===== src/rtl/tile_draw_scheduler.sv =====
// tile_draw_scheduler: walks the 4x4 board and time-shares one glyph drawer across all dirty, non-blank tiles
// Ports: clk/resetn clock and async active-low reset; start begins a pass (IDLE only);
// board/dirty_mask are latched at start; hold stalls drawing; busy/done report pass status;
// tile_index/tile_value/x_origin/y_origin describe the selected tile;
// glyph_resetn/glyph_enable drive the glyph drawer; plot is the VGA strobe.
module tile_draw_scheduler #(
  parameter int TILE_SIZE    = 30,
  parameter int ORIGIN_X     = 0,
  parameter int ORIGIN_Y     = 0,
  parameter int GLYPH_CYCLES = 121
) (
  input  logic        clk,
  input  logic        resetn,
  input  logic        start,
  input  logic [63:0] board,
  input  logic [15:0] dirty_mask,
  input  logic        hold,
  output logic        busy,
  output logic        done,
  output logic [3:0]  tile_index,
  output logic [3:0]  tile_value,
  output logic [7:0]  x_origin,
  output logic [6:0]  y_origin,
  output logic        glyph_resetn,
  output logic        glyph_enable,
  output logic        plot
);
  localparam int CW = $clog2(GLYPH_CYCLES + 1);
  localparam logic [CW-1:0] LAST = CW'(GLYPH_CYCLES - 1);
  typedef enum logic [2:0] {IDLE, SCAN, CLEAR, DRAW, FIN} state_t;
  state_t state;
  logic [63:0] board_q;
  logic [15:0] mask_q;
  logic [CW-1:0] cnt;
  logic sel;
  assign tile_value   = board_q[{tile_index, 2'b00} +: 4];
  assign sel          = mask_q[tile_index] && (tile_value != 4'd0);
  assign x_origin     = 8'(ORIGIN_X + 32'(tile_index[1:0]) * TILE_SIZE);
  assign y_origin     = 7'(ORIGIN_Y + 32'(tile_index[3:2]) * TILE_SIZE);
  assign busy         = state != IDLE;
  assign done         = state == FIN;
  assign glyph_resetn = state != CLEAR;
  // hold gates the drawer in the same cycle so no enabled cycle is lost
  assign glyph_enable = (state == DRAW) && !hold;
  assign plot         = glyph_enable;
  always_ff @(posedge clk or negedge resetn) begin
    if (!resetn) begin
      state      <= IDLE;
      board_q    <= '0;
      mask_q     <= '0;
      tile_index <= '0;
      cnt        <= '0;
    end else begin
      case (state)
        IDLE: if (start) begin
          board_q    <= board;
          mask_q     <= dirty_mask;
          tile_index <= '0;
          state      <= SCAN;
        end
        SCAN: if (sel) state <= CLEAR;
          else if (tile_index == 4'd15) state <= FIN;
          else tile_index <= tile_index + 4'd1;
        CLEAR: begin
          cnt   <= '0;
          state <= DRAW;
        end
        DRAW: if (!hold) begin
          if (cnt == LAST) begin
            state <= (tile_index == 4'd15) ? FIN : SCAN;
            if (tile_index != 4'd15) tile_index <= tile_index + 4'd1;
          end else cnt <= cnt + CW'(1);
        end
        FIN: state <= IDLE;
        default: state <= IDLE;
      endcase
    end
  end
endmodule


===== config.mk =====
export PLATFORM = sky130hd
export DESIGN_NAME = tile_draw_scheduler
export DESIGN_NICKNAME = d
export VERILOG_FILES = /design/src/rtl/tile_draw_scheduler.sv
export SDC_FILE = /design/constraint.sdc
export NUM_CORES = 1
export LEC_CHECK = 0
export BUFFER_PORTS_ARGS = -buffer_cell sky130_fd_sc_hd__buf_2
export CAP_MARGIN = 20
export CORE_UTILIZATION = 41
export CTS_CLUSTER_DIAMETER = 40
export DETAILED_ROUTE_END_ITERATION = 8
export GPL_TIMING_DRIVEN = 0
export SLEW_MARGIN = 10
export SYNTH_ARGS = -nofsm -noshare
export SYNTH_HDL_FRONTEND = slang
export SYNTH_SLANG_ARGS = --single-unit

===== constraint.sdc =====
create_clock -name clk -period 4 [get_ports clk]
set_clock_uncertainty 0.2 [all_clocks]
set_input_delay 0.8 -clock clk [delete_from_list [all_inputs] [get_ports clk]]
set_output_delay 0.8 -clock clk [all_outputs]
set_load 0.005 [all_outputs]

# Word level (Yosys, flattened, before mapping)
# Index checks and enable logic that the tools add are counted.
[totals]
romBits = 0
inputBits = 84
ram_bits = 0
memories = 0
out_inout_bits = 28
latch_bits = 0
ff_bits = 94
word_cells = 58
[op_classes]
bitwise = 0
shift = 1
mux = 19
multipliers = 2
reduce_logical = 12
magnitude_cmp = 1
n_div = 0
n_eq_ne = 16
n_addsub = 2
[ops]
columns = ["operator", "count"]
rows = [
  ["$shiftx A64 B7 Y4", 1],
  ["$mux W4", 6],
  ["$mux W3", 6],
  ["$mux W7", 2],
  ["$pmux W7 S2", 1],
  ["$mul A2 B4 Y6 const B", 2],
  ["$pmux W3 S4", 1],
  ["$pmux W4 S3", 1],
  ["$ne A2 B2 Y1 const B", 5],
  ["$add A7 B1 Y7 const B", 1],
  ["$eq A7 B7 Y1 const B", 1],
  ["$reduce_and A7 Y1", 1],
  ["$eq A3 B2 Y1 const B", 2],
  ["$reduce_bool A3 Y1", 2],
  ["$lt A4 B5 Y1 const B", 1],
  ["$add A4 B1 Y4 const B", 1],
  ["$bmux W1 S4", 1],
  ["$eq A4 B4 Y1 const B", 1],
  ["$ne A2 B1 Y1 const B", 2],
  ["$ne A4 B4 Y1 const B", 1],
  ["$reduce_and A4 Y1", 1],
  ["$reduce_bool A4 Y1", 1],
  ["$eq A3 B1 Y1 const B", 1],
  ["$eq A3 B3 Y1 const B", 1],
  ["other kinds (9)", 10],
]

# Depth between registers and ports, before layout
# Gate-level depths: netlist of run 1.
[logic_depth]
ltp_word = 5
ltp_mapped = 9
depth_no_buf = 9

# Least setup slack after synthesis of run 1
# Ideal clock, no wire load.
[synth_path]
path_type = "register -> register"
start = "reg tile_index[0]"
end = "reg tile_index[2]"
n_path_buf = 2
arrival_time_ps = 2356
setup_slack_ps = 1320
stages_incl_launch_ff = 9
required_ps = 3676
setup_ps = 124
synth_period_minus_slack_ps = 2680
cell_sequence = "dfrtp_1 -> clkbuf_1 -> buf_6 -> mux4_2 -> a22oi_2 -> nand2_2 -> o41ai_4 -> a211oi_1 -> a211o_1"
[synth_between]
elab_chain_cells = 5
word_cells_on_any_way = 18
classes_between = "add/sub: 1; eq/ne: 5; shift: 1; mux: 8; reduce/logical: 3"
[synth_rtl]
columns = ["element", "line", "rtl"]
rows = [
  ["start, declared", "20", "output logic [3:0] tile_index,"],
  ["start signal, assigned", "63", "else tile_index <= tile_index + 4'd1;"],
  ["start signal, assigned", "71", "if (tile_index != 4'd15) tile_index <= tile_index + 4'd1;"],
  ["$shiftx A64 B7 Y4", "36", "assign tile_value = board_q[{tile_index, 2'b00} +: 4];"],
  ["net tile_value[0]", "21", "output logic [3:0] tile_value,"],
  ["$reduce_bool A4 Y1", "37", "assign sel = mask_q[tile_index] && (tile_value != 4'd0);"],
  ["$logic_and A1 B1 Y1", "37", ""],
  ["$ne A2 B2 Y1 (no source line)", "n/a", ""],
  ["$reduce_and A7 Y1 (no source line)", "n/a", ""],
]
# The timed path passes the listed nets, and every way through them passes these cells. The select of a mux whose other input is x is not followed.
# A chain may end at the register's enable or synchronous reset.

# Worst setup path after layout of run 1
[layout_path]
start = "reg tile_index[1]"
end = "out tile_value[2]"
[layout_between]
elab_chain_cells = 1
[layout_rtl]
columns = ["element", "line"]
rows = [
  ["$shiftx A64 B7 Y4", "36"],
  ["end, declared", "21"],
]
# No other way between the ends.

==> results of run 1 <==
flip-flops by register name, indices dropped and copies added (netlist names):
signal and count:
board_q 64, mask_q 16, cnt 7, state 3, tile_index 4
power by group through the flow:
stage	Sequential (W)	Clock, W	Combinational (W)
after floorplan	0.00108	0	0.000127
after global placement	0.00109	0	0.000207
after detailed placement	0.00109	0	0.000219
after CTS	0.00107	0.000764	0.000217
after global routing	0.00109	0.000804	0.000240
final	0.00107	0.000741	0.000212
how the worst max path moves through the flow:
stage	startpoint	to	slack [ns]
3_5_place_dp	tile_index[1]	tile_index[0]	0.71
4_1_cts	tile_index[1]	tile_value[2]	0.42
2_1_floorplan	tile_index[0]	tile_index[2]	1.32
3_3_place_gp	tile_index[1]	tile_index[0]	0.72
5_1_grt	tile_index[1]	tile_value[2]	0.32
6_report	tile_index[1]	tile_value[2]	0.48
layout make-up:
type	instances	area (µm²)
tap	140	175
fill	977	5270
sequential	94	2350
timing repair buffer	109	571
clock buffer	9	124
inverter	11	41.3
multi-input combinational	205	2020
buffer	25	138
clock inverter	6	111
metal layers:
layer  vias up  wire, µm
met5         -         0
li1       1452         -
met1      1544      4470
met4         0       147
met2        71      4920
met3        12       564
through the flow:
step	utilization	area [µm²]	total power, W	hold slack [ns]
2_1_floorplan	-	4550	0.00120	0.257
3_3_place_gp	0.488	5260	0.00130	0.268
3_5_place_dp	0.490	5290	0.00131	0.276
4_1_cts	0.512	5530	0.00206	0.262
5_1_grt	0.512	5530	0.00213	0.286
6_report	0.512	5530	0.00203	0.248
logic make-up (layout without fill, tap and decap cells):
group	after synthesis	in the layout
compound gates	33	33
fa+ha+maj	8	8
buf+inv	36	160
xor+xnor	5	5
other cells	1	3
simple gates	45	45
mux	111	111
flops	94	94
cells in the mapped netlist, types with 2 or more instances:
library cell  number
mux2_1            15
ha_1               8
nor3_1             2
dfrtp_1           94
nor2_1            13
nand2b_1           2
mux2i_1           17
a21oi_1            3
xnor2_1            2
nand3_1            4
nand2_1           10
buf_4              8
a22oi_1            3
mux2_2            66
o21ai_0            6
a221oi_1           8
inv_1             11
nor2b_1            4
nand4_1            2
a211oi_1           3
clkbuf_1          11
buf_2              5
xor2_1             3
and2_1             2
mux4_2            13
cells in the final DEF (no fill, tap or decap), types with 3 or more instances in the layout:
cell	count
nand3_1	4
a211oi_1	3
a21oi_1	3
a221oi_1	8
nand2_1	10
clkbuf_1	11
dfrtp_1	94
mux2_1	15
conb_1	3
buf_4	9
nor2_1	13
mux2_2	66
xor2_1	3
mux2i_1	17
mux4_2	13
clkbuf_8	9
ha_1	8
inv_1	11
buf_2	112
o21ai_0	6
nor2b_1	4
bufinv_16	3
a22oi_1	3
==> flow_metrics.py, run 1 <==
metrics = {
    "sta": {
        "max_freq_mhz": 284,
        "setup_tns_ns": 0,
        "setup_slack_ns": 0.479,
        "setup_viol": 0,
        "hold_viol": 0,
        "worst_slew_pin_slew_ns": 0.655,
        "finalCriticalPeriod_ns": 3.52,
        "slew_violations": 0,
        "slew-limit-headroom": 0.563,
        "min_period_over_period": 0.880,
        "rsz0062_at_grt": "false",
    },
    "power": {
        "p_sw_w": 0.000474,
        "switching_share": 0.234,
        "ir_drop_v": 0.000227,
        "p_per_area_nw_per_um2": 366,
        "p_comb_frac": 0.104,
        "p_clk_frac": 0.366,
        "seqPwrFrac": 0.530,
        "internal_power_w": 0.00155,
        "p_leak_nw": 2.75,
    },
    "setup_path": {
        "crit_path_frequent_cell": "buf_2",
        "required_ns": 3.00,
        "reg2reg_depth": 8,
        "critPathCaptureType": "output pin",
        "startpoint_type": "register",
        "crit_type": "register to output pin",
        "r2r-end": "tile_index[0]",
        "crit_cells": 6,
        "critPathBufInv": 3,
        "path_cells": "buf_2, clkbuf_1, mux4_2, a22oi_1, nand2_1, buf_2",
        "slowest_delay_ns": 0.54,
        "crit_family": "buffers and inverters",
        "arrival_ns": 2.52,
        "crit_path_max_fanout": 10,
        "rrSetupSlack_ns": 0.75,
        "crit_path_top_delay_cell": "clkbuf_1",
        "rr_startpoint": "tile_index[1]",
    },
    "logic_synthesis": {
        "synth_top_family_by_area": "multiplexers",
        "synth-seq-cells": 94,
        "synth_mux_area_frac": 0.303,
        "async_flop_share": 1.00,
        "synthCells": 333,
        "synthXorXnorAreaFrac": 0.00965,
        "yosysWarningCount": 0,
        "netlist.area_leader.share": 0.518,
        "yosys.area_share.adder": 0.0221,
        "yosysTopAreaCell": "dfrtp_1",
        "synth_compound_area_frac": 0.0579,
        "ys_top_cells_by_area": "dfrtp_1, mux2_2, mux4_2",
        "ys_types": 43,
        "synth-simple-area-share": 0.0491,
        "synthesis.area_um2": 4540,
        "syn_area_per_cell_um2": 13.6,
        "synth_edf_count": 0,
        "synth-seq-area-share": 0.518,
        "yosys_most_used_dff": "dfrtp_1",
    },
    "grt": {
        "grtUsageMet1": 0.246,
        "grt_pass1_vias": 3250,
        "overflow": 0,
        "antenna_found_initial": 0,
        "grt_pass1_wl_mm": 16.6,
        "met2_usage": 0.316,
        "grt_max_degree": 49,
        "busiest_layer": "met2",
        "use_met3": 0.0559,
        "grt.total_usage": 0.194,
    },
    "job": {
        "maxCapViolations": 0,
    },
    "place": {
        "port_buffers": 108,
        "hpwl_mm": 7.70,
        "dp_cells": 584,
        "gp_congestion": 0.808,
        "dp_slack_ns": 0.712,
    },
    "floorplanning": {
        "num_rows": 38,
        "initial_core_util": 0.421,
        "dieArea_um2": 11500,
        "die_x_um": 107,
        "fp.dieH_um": 107,
        "pin_count": 112,
        "fp.coreArea_um2": 10800,
    },
    "finish": {
        "final_cell_count_no_fill": 599,
        "syn_to_final_growth_pct": 21.8,
        "antenna_cells": 0,
        "fin_nets": 547,
        "drive_above_1_share": 0.479,
    },
    "clock_network": {
        "ctsResizeCount": 0,
        "cts_setup_buffers": 0,
        "cts_tree": "yes",
        "clk_latency_ns": 0.37,
        "cts.sinks": 94,
        "cts_htree_levels": 3,
        "hold_buffers": 0,
        "path_clk_slew_ns": 0.09,
        "cts_buffer_depth": 2,
        "numCtsBuffers": 9,
        "cts-root-buf": "clkbuf_8",
    },
    "drt": {
        "num_vias": 3079,
        "drc": 0,
        "ant_nets": 0,
        "drt_iter0_markers": 85,
        "wire_per_inst_um": 16.9,
        "via_per_inst": 5.14,
        "drtPass1Iterations": 4,
        "wirelength_mm": 10.1,
    },
    "run_status": {
        "outcome": "complete, no violations",
    },
    "min_path": {
        "hp-class": "input port to async pin",
    },
}
No activity file was read; power rests on OpenSTA's default activity.
==> run 2, diff against run 1 <==
--- a/config.mk
+++ b/config.mk
@@ -5,13 +5,14 @@
 export SDC_FILE = /design/constraint.sdc
 export NUM_CORES = 1
 export LEC_CHECK = 0
+export ABC_AREA = 1
 export BUFFER_PORTS_ARGS = -buffer_cell sky130_fd_sc_hd__buf_2
 export CAP_MARGIN = 20
+export CORE_ASPECT_RATIO = 1.5
 export CORE_UTILIZATION = 41
 export CTS_CLUSTER_DIAMETER = 40
 export DETAILED_ROUTE_END_ITERATION = 8
 export GPL_TIMING_DRIVEN = 0
-export SLEW_MARGIN = 10
 export SYNTH_ARGS = -nofsm -noshare
 export SYNTH_HDL_FRONTEND = slang
 export SYNTH_SLANG_ARGS = --single-unit
==> flow_metrics.py, run 2 <==
metrics = {
    "run_status": {
        "outcome": "complete, no violations",
    },
    "drt": {
        "drc": 0,
        "ant_nets": 0,
        "wirelength_mm": 12.1,
        "drt_iter0_markers": 183,
        "via_per_inst": 4.93,
        "wire_per_inst_um": 15.0,
        "num_vias": 3950,
        "drtPass1Iterations": 5,
    },
    "grt": {
        "grt_pass1_vias": 4011,
        "grt.total_usage": 0.221,
        "grt_max_degree": 69,
        "overflow": 0,
        "grt_pass1_wl_mm": 19.6,
        "antenna_found_initial": 0,
    },
    "clock_network": {
        "cts_buffer_depth": 2,
        "clk_latency_ns": 0.34,
        "cts_setup_buffers": 0,
        "cts_tree": "yes",
        "path_clk_slew_ns": 0.06,
        "hold_buffers": 0,
        "cts-root-buf": "clkbuf_16",
        "numCtsBuffers": 9,
        "cts.sinks": 94,
        "ctsResizeCount": 0,
        "cts_htree_levels": 3,
    },
    "power": {
        "p_leak_nw": 3.09,
        "p_total_w": 0.00243,
        "p_per_area_nw_per_um2": 421,
        "ir_drop_v": 0.000203,
    },
    "setup_path": {
        "crit_path_frequent_cell": "nand2_1",
        "critPathCaptureType": "output pin",
        "critPathBufInv": 2,
        "crit_path_max_fanout": 10,
        "rrSetupSlack_ns": 1.65,
        "reg2reg_depth": 11,
        "crit_family": "buffers and inverters",
        "crit_cells": 6,
        "startpoint_type": "register",
        "crit_path_top_delay_cell": "dfrtp_1",
        "arrival_ns": 1.90,
        "required_ns": 3.00,
        "slowest_delay_ns": 0.54,
        "path_cells": "clkbuf_1, nand2_1, nand3_1, nand2_1, nand2_1, buf_2",
        "crit_type": "register to output pin",
    },
    "place": {
        "dp_cells": 786,
        "postPlaceCellArea_um2": 5450,
        "gp_congestion": 0.819,
        "hpwl_mm": 9.23,
        "port_buffers": 108,
    },
    "sta": {
        "worst_slew_pin_slew_ns": 0.563,
        "setup_tns_ns": 0,
        "setup_viol": 0,
        "max_freq_mhz": 345,
        "min_period_over_period": 0.724,
        "slew_violations": 0,
        "rsz0062_at_grt": "false",
        "whs_ns": 0.185,
        "hold_viol": 0,
        "finalCriticalPeriod_ns": 2.90,
        "slew-limit-headroom": 0.624,
    },
    "floorplanning": {
        "die_x_um": 89.3,
        "fp.dieH_um": 133,
        "num_rows": 47,
        "initial_core_util": 0.422,
        "pin_count": 112,
        "fp.coreArea_um2": 11100,
        "dieArea_um2": 11900,
    },
    "logic_synthesis": {
        "synth_commonest_cells": "nand2_1, dfrtp_1, nor2_1",
        "yosys_most_used_dff": "dfrtp_1",
        "async_flop_share": 1.00,
        "ys_top_cells_by_area": "dfrtp_1, mux2_2, nand2_1",
        "syn_area_per_cell_um2": 8.89,
        "netlist.area_leader.share": 0.501,
        "ys_types": 25,
        "synthesis.area_um2": 4690,
        "yosysTopAreaCell": "dfrtp_1",
        "yosysWarningCount": 0,
        "synth-seq-cells": 94,
        "synth-seq-area-share": 0.501,
        "synth_most_common_cell": "nand2_1",
        "synth_edf_count": 0,
        "synthCells": 528,
    },
    "finish": {
        "fillers": 1076,
        "antenna_cells": 0,
        "drive_above_1_share": 0.321,
        "final_cell_mix": "buf_2, nand2_1, dfrtp_1, nor2_1, mux2_2",
        "largest_register_ffs": 64,
        "fin_nets": 742,
        "design_area_um2": 5770,
        "final_cell_count_no_fill": 802,
        "top_register": "board_q",
        "final_common_cell": "buf_2",
        "largestRegisters": "board_q (64), mask_q (16), cnt (7)",
        "syn_to_final_growth_pct": 23.0,
    },
    "job": {
        "maxCapViolations": 0,
    },
    "min_path": {
        "hp-class": "input port to async pin",
    },
}
[run 2: cells by family after synthesis]
logic type / share of synthesized area
buffers and inverters: 0.0755
AOI/OAI and AO/OA: 0.0752
xor gates and xnor gates: 0.00187
DFF: 0.501
muxes: 0.127
and+or+nand+nor: 0.197
adders and majority gates: 0.0213
other: 0.000799
[run 2: final timing paths]
path,startpoint,end
min in group clk,cnt[5],cnt[5]
max in group asynchronous,resetn,cnt[4]
max,tile_index[1],tile_value[0]
max reg2reg,tile_index[1],tile_index[1]
min,resetn,board_q[11]
min reg2reg,cnt[5],cnt[5]
[run 2: worst reg2reg max path: cells and delay by family (launching register included)]
kind                   cells  cell delay (ns)
buffers and inverters      1             0.48
and+or+nand+nor            9             0.96
AOI/OAI and AO/OA          1             0.10
DFF                        1             0.54
[run 2: report_power, final]
group	internal, W	total [W]	switching [W]
Combinational	0.000186	0.000475	0.000290
Clock	0.000563	0.000909	0.000346
Sequential	0.00100	0.00105	0.0000417
[run 2: layer usage]
metal,track usage,part of all wire
met1,0.273,0.41
met3,0.0331,0.039
met4,0.0750,0.021
met5,0,0
met2,0.385,0.53
[run 2: area by class of cell]
cell class | instances | area, µm² | share of cell area
inverters | 47 | 176 | 0.0306
flip-flops and latches | 94 | 2350 | 0.408
well taps | 147 | 184 | 0.0319
clock buffers | 12 | 246 | 0.0427
multi-input cells | 357 | 1990 | 0.345
plain buffers | 32 | 178 | 0.0308
repair buffers | 109 | 571 | 0.0989
clock inverters | 4 | 70.1 | 0.0121
[run 2: stage by stage]
step | setup WS [ns] | util
after CTS | 1.10 | 0.519
after floorplan | 1.86 | -
after global routing | 0.931 | 0.519
after global placement | 0.993 | 0.488
after detailed placement | 1.37 | 0.491
final | 1.10 | 0.519
